--- src/rtl/seq_left_shifter_pkg.sv ---
// seq_shift_pkg: shared types and constants for the sequential left shifter.
//   state_t     - controller state encoding (IDLE, SHIFT, DONE)
//   DefaultN    - default shift-amount width; data width is 2**N
package seq_shift_pkg;

   localparam int unsigned DefaultN = 3;

   typedef enum logic [1:0] {
      IDLE  = 2'd0,
      SHIFT = 2'd1,
      DONE  = 2'd2
   } state_t;

endpackage

--- src/rtl/seq_left_shifter_shift_counter.sv ---
// shift_counter: loadable N-bit down counter that tracks remaining shift steps.
// Ports:
//   clk      in   system clock, rising edge
//   reset    in   synchronous active-high reset, clears the count
//   load     in   load load_val into the count (has priority over dec)
//   dec      in   decrement the count by one (saturates at zero)
//   load_val in   N-bit value to load
//   last     out  high while count == 1, i.e. the current step is the final one
module shift_counter #(
   parameter int unsigned N = 3
) (
   input  logic         clk,
   input  logic         reset,
   input  logic         load,
   input  logic         dec,
   input  logic [N-1:0] load_val,
   output logic         last
);

   logic [N-1:0] count_q;
   logic [N-1:0] count_d;

   always_comb begin
      count_d = count_q;
      if (load) begin
         count_d = load_val;
      end else if (dec && (count_q != '0)) begin
         count_d = count_q - N'(1);
      end
   end

   always_ff @(posedge clk) begin
      if (reset) begin
         count_q <= '0;
      end else begin
         count_q <= count_d;
      end
   end

   assign last = (count_q == N'(1));

endmodule

--- src/rtl/seq_left_shifter.sv ---
// seq_left_shifter: multi-cycle left shifter / rotator, one bit position per clock.
// Ports:
//   clk     in   system clock, rising edge
//   reset   in   synchronous active-high reset
//   start   in   request; only sampled in IDLE
//   num     in   W-bit operand, captured on accepted start
//   shift   in   N-bit left shift amount, captured on accepted start
//   rotate  in   0 = logical (zero fill), 1 = rotate left; captured on accepted start
//   result  out  working/final value; valid with done, held until the next accepted start
//   busy    out  high while shifting
//   done    out  one-cycle completion strobe
module seq_left_shifter
   import seq_shift_pkg::*;
#(
   parameter int unsigned N = DefaultN,
   parameter int unsigned W = 2 ** N
) (
   input  logic         clk,
   input  logic         reset,
   input  logic         start,
   input  logic [W-1:0] num,
   input  logic [N-1:0] shift,
   input  logic         rotate,
   output logic [W-1:0] result,
   output logic         busy,
   output logic         done
);

   state_t       state_q;
   logic [W-1:0] result_q;
   logic [W-1:0] shifted_d;
   logic         mode_q;
   logic         busy_q;
   logic         done_q;
   logic         accept;
   logic         cnt_load;
   logic         cnt_dec;
   logic         cnt_last;

   assign accept   = (state_q == IDLE) && start;
   assign cnt_load = accept;
   assign cnt_dec  = (state_q == SHIFT);

   // One-position step; the bit shifted out of the MSB either wraps or is dropped.
   always_comb begin
      shifted_d = {result_q[W-2:0], (mode_q ? result_q[W-1] : 1'b0)};
   end

   shift_counter #(
      .N (N)
   ) u_shift_counter (
      .clk      (clk),
      .reset    (reset),
      .load     (cnt_load),
      .dec      (cnt_dec),
      .load_val (shift),
      .last     (cnt_last)
   );

   // Outputs are registered alongside the state so busy/done never depend on inputs.
   always_ff @(posedge clk) begin
      if (reset) begin
         state_q  <= IDLE;
         result_q <= '0;
         mode_q   <= 1'b0;
         busy_q   <= 1'b0;
         done_q   <= 1'b0;
      end else begin
         unique case (state_q)
            IDLE: begin
               if (start) begin
                  result_q <= num;
                  mode_q   <= rotate;
                  if (shift != '0) begin
                     state_q <= SHIFT;
                     busy_q  <= 1'b1;
                  end else begin
                     state_q <= DONE;
                     done_q  <= 1'b1;
                  end
               end
            end
            SHIFT: begin
               result_q <= shifted_d;
               if (cnt_last) begin
                  state_q <= DONE;
                  busy_q  <= 1'b0;
                  done_q  <= 1'b1;
               end
            end
            DONE: begin
               state_q <= IDLE;
               done_q  <= 1'b0;
            end
            default: begin
               state_q <= IDLE;
               busy_q  <= 1'b0;
               done_q  <= 1'b0;
            end
         endcase
      end
   end

   assign result = result_q;
   assign busy   = busy_q;
   assign done   = done_q;

endmodule

--- config.mk ---
export PLATFORM = sky130hd
export DESIGN_NAME = seq_left_shifter
export DESIGN_NICKNAME = d
export VERILOG_FILES = /design/src/rtl/seq_left_shifter_pkg.sv /design/src/rtl/seq_left_shifter_shift_counter.sv /design/src/rtl/seq_left_shifter.sv
export SDC_FILE = /design/constraint.sdc
export NUM_CORES = 1
export LEC_CHECK = 0
export BUFFER_PORTS_ARGS = -buffer_cell sky130_fd_sc_hd__buf_2
export CAP_MARGIN = 15
export CORE_AREA = 2 2 43 53
export CTS_BUF_LIST = sky130_fd_sc_hd__clkbuf_4 sky130_fd_sc_hd__clkbuf_8
export DETAILED_ROUTE_END_ITERATION = 7
export DIE_AREA = 0 0 45 55
export PLACE_DENSITY = 0.66
export SETUP_SLACK_MARGIN = 0.05
export SYNTH_ARGS = -nofsm -noshare
export SYNTH_HDL_FRONTEND = slang
export SYNTH_SLANG_ARGS = --single-unit
--- constraint.sdc ---
create_clock -name clk -period 1.4 [get_ports clk]
set_clock_uncertainty 0.2 [all_clocks]
set_input_delay 0 -clock clk [delete_from_list [all_inputs] [get_ports clk]]
set_output_delay 0 -clock clk [all_outputs]
set_load 0.01 [all_outputs]
==> flow_metrics.tcl <==
set metrics [dict create \
    final_util_pct 58.5 \
    cts.sinks 16 \
    port_buffers 24 \
    grt_pass1_vias 822 \
    rows 18 \
    synth_seq_cells 16 \
    dieWidth_um 45 \
    layout_setup_ws_ns -0.0587 \
    worst-path-buf-inv 1 \
    first_pass_iters 4 \
    fmax_mhz 686 \
    cts_buffers 3 \
    max_slew_margin_pct 82.2 \
    synth_cells 94 \
    wl_per_cell_um 14.1 \
    hold_violations 7 \
    setup_tns_ns -0.0604 \
    rr_worst_depth 5 \
    stdcell_area_mm2 0.00116 \
    worstSetupPathType "reg -> reg" \
    path_clk_slew_ns 0.10 \
    irDropWorstVdd_mv 0.501 \
    dieArea_mm2 0.00248 \
    nNetsFinal 157 \
    synth.area.top_cells "dfxtp_1, nand2_1, a31oi_1, ha_1, o21ai_0" \
    final.period_utilization_pct 104 \
    whs_ns -0.206 \
    synth_ff_type "dfxtp_1" \
    core_area_mm2 0.00198 \
    drc_errors 0 \
    dieHeight_um 55 \
    rsz0062_at_grt "true" \
    seqPwrFrac_pct 45.1 \
    ant_nets 0 \
    yosys.area_share.adder_pct 4.91 \
    outcome "finished with violations" \
    drive_gt1_share_pct 36.2 \
    critPathCaptureType "register" \
    yosysMostFrequentCell "nand2_1" \
    yosys.area.top_type "dfxtp_1" \
    holdBufCountCts 11 \
    htree_levels 1 \
    clk_latency_ns 0.29 \
    p_sw_share_pct 30.1 \
    worstPathArrival_ns 1.47 \
    hold_path_class "in -> reg" \
    whs_endpoint "u_shift_counter.count_q[1]" \
    synth-xor-area-share_pct 0 \
    dp.final_hpwl_um 1320 \
    cts_tree "built" \
    p_leak_nw 0.517 \
    syn-num-nets 112 \
    root_buffer "clkbuf_4" \
    ys_seq_area_share_pct 41.9 \
    ios 25 \
    power.switching_uw 365 \
    crit_fanout 4 \
    wirelength_um 2230 \
    areaGrowthSynthToFinish_pct 51.6 \
    combPwrFrac_pct 29.1 \
    muxShareOfSynthArea_pct 0 \
    violations "hold timing, setup timing" \
    hold_start "shift[1]" \
    grt_use_total_pct 18.7 \
    min_delay_path_depth 3 \
    grt_max_degree 16 \
    ys_types 25 \
    start_util_pct 38.6 \
    via_count 848 \
    setup_violations 2 \
    power_frac_clock_pct 25.8 \
    grt_pass1_wl_um 3340 \
    final_max_slew_viol_count 0 \
    stdcell_count 158 \
    syn_avg_cell_area_um2 8.13 \
    drv_cap 0 \
    period_needed_ns 1.46 \
    synth_edf_count 0 \
    synth_top_area_share_pct 41.9 \
    powerDensity_mw_per_mm2 1050 \
    synth_compound_area_share_pct 24.5 \
    crit_required_ns 1.42 \
    r2r_end "u_shift_counter.count_q[1]" \
    max_stage_delay_ns 0.34 \
    yosys.area_share.simple_pct 23.7 \
    yosysWarnings 0 \
    clk_path_buf_depth 2 \
    cp_cell_sequence "inv_1 > ha_1 > nor2b_4 > or3_1 > a31oi_1" \
    initialDrtViolationCount 9 \
    routed_via_density 5.37 \
    worst_pin_slew_ns 0.267 \
    p_int_uw 847 \
    dp.cells 140 \
    synth_top_family_by_area "compound AO/OA/AOI/OAI gates" \
    rr_startpoint "u_shift_counter.count_q[1]" \
    ff2ff_setup_slack_ns -0.06 \
    cp_top_family "simple AND/OR/NAND/NOR gates" \
    antenna_cells 0 \
    syn-cell-area_um2 764 \
    crit_slowest_cell "dfxtp_1" \
    grt_antenna_before_repair 0 \
    gp_congestion 0.817 \
    dpl-instance-area_um2 955 \
    startpoint_type "register" \
    synthArstFlopShare_pct 0 \
    netlist_top_cells_count "nand2_1, dfxtp_1, a31oi_1" \
    grt_remaining_overflow 0 \
]
-- routing by layer --
layer | GRT usage, % | wire length (µm)
met3 | 2.27 | 49
met2 | 35.0 | 1200
met1 | 19.7 | 957
met4 | 10.8 | 20
met5 | 0 | 0
-- flip-flops by register name, indices dropped and copies added, names as in the netlist --
name                     flops
state_q                      2
done                         1
busy                         1
result                       8
mode_q                       1
u_shift_counter.count_q      3
-- layout make-up --
cell class	count	area, µm²
clock buffers	4	36.3
fillers	186	823
inverters	5	18.8
multi-input cells	68	443
flip-flops and latches	16	329
well taps	20	25.0
repair buffers	45	307
-- worst max-delay path by stage --
stage                               startpoint                          to  depth (start not counted)
floorplan           u_shift_counter.count_q[0]  u_shift_counter.count_q[1]                          4
global placement                      shift[1]                        done                          4
detailed placement                  state_q[0]  u_shift_counter.count_q[1]                          3
CTS                 u_shift_counter.count_q[1]  u_shift_counter.count_q[1]                          5
global route        u_shift_counter.count_q[0]  u_shift_counter.count_q[1]                          5
finish              u_shift_counter.count_q[1]  u_shift_counter.count_q[1]                          5
-- power by group through the flow --
stage | sequential, mW | combinational [mW] | clock (mW)
2_1_floorplan | 0.562 | 0.173 | 0
3_3_place_gp | 0.557 | 0.286 | 0
3_5_place_dp | 0.558 | 0.293 | 0
4_1_cts | 0.550 | 0.323 | 0.319
5_1_grt | 0.553 | 0.390 | 0.341
6_report | 0.547 | 0.353 | 0.313
-- through the flow --
step	hold WS [ns]	setup WS [ns]	total power [mW]
6_report	-0.206	-0.0587	1.21
5_1_grt	-0.212	-0.113	1.28
4_1_cts	-0.218	-0.0493	1.19
3_5_place_dp	0.0494	-0.0366	0.852
3_3_place_gp	0.0432	-0.00599	0.843
2_1_floorplan	-0.0640	0.0411	0.735
-- tightest hold or removal path, stage by stage --
cell	delay (ns)
buf_2	0.10
nand2_1	0.05
a31oi_1	0.08
-- logic make-up (layout without fill, tap and decap cells) --
kind of cell	count (synthesis)	count (layout)
buf+inv	10	54
flops	16	16
compound gates	29	29
fa+ha+maj	3	3
simple gates	36	36
-- placed cells by master (no fill, tap or decap), drive strengths merged, types with 2 or more instances in the layout --
cell and instances:
a21oi 3, ha 3, nor2 2, nand3b 2, or3b 2, a31oi 9
clkbuf 5, buf 33, nand2 19, dfxtp 16, inv 5, dlygate4sd3 11
nor3b 2, nor2b 3, o21ai 8, o211ai 3, or3 2, nand2b 3
-- what timing repair did --
| item | 4_1_cts | 5_1_grt |
|---|---|---|
| hold endpoints to repair | 16 | 6 |
| setup endpoints to repair | 11 | 14 |
| pin swaps | 0 | 5 |
| gates resized for setup | 4 | 10 |
| setup buffers | 0 | 3 |
Note: power is estimated with default switching activity, not from simulation.
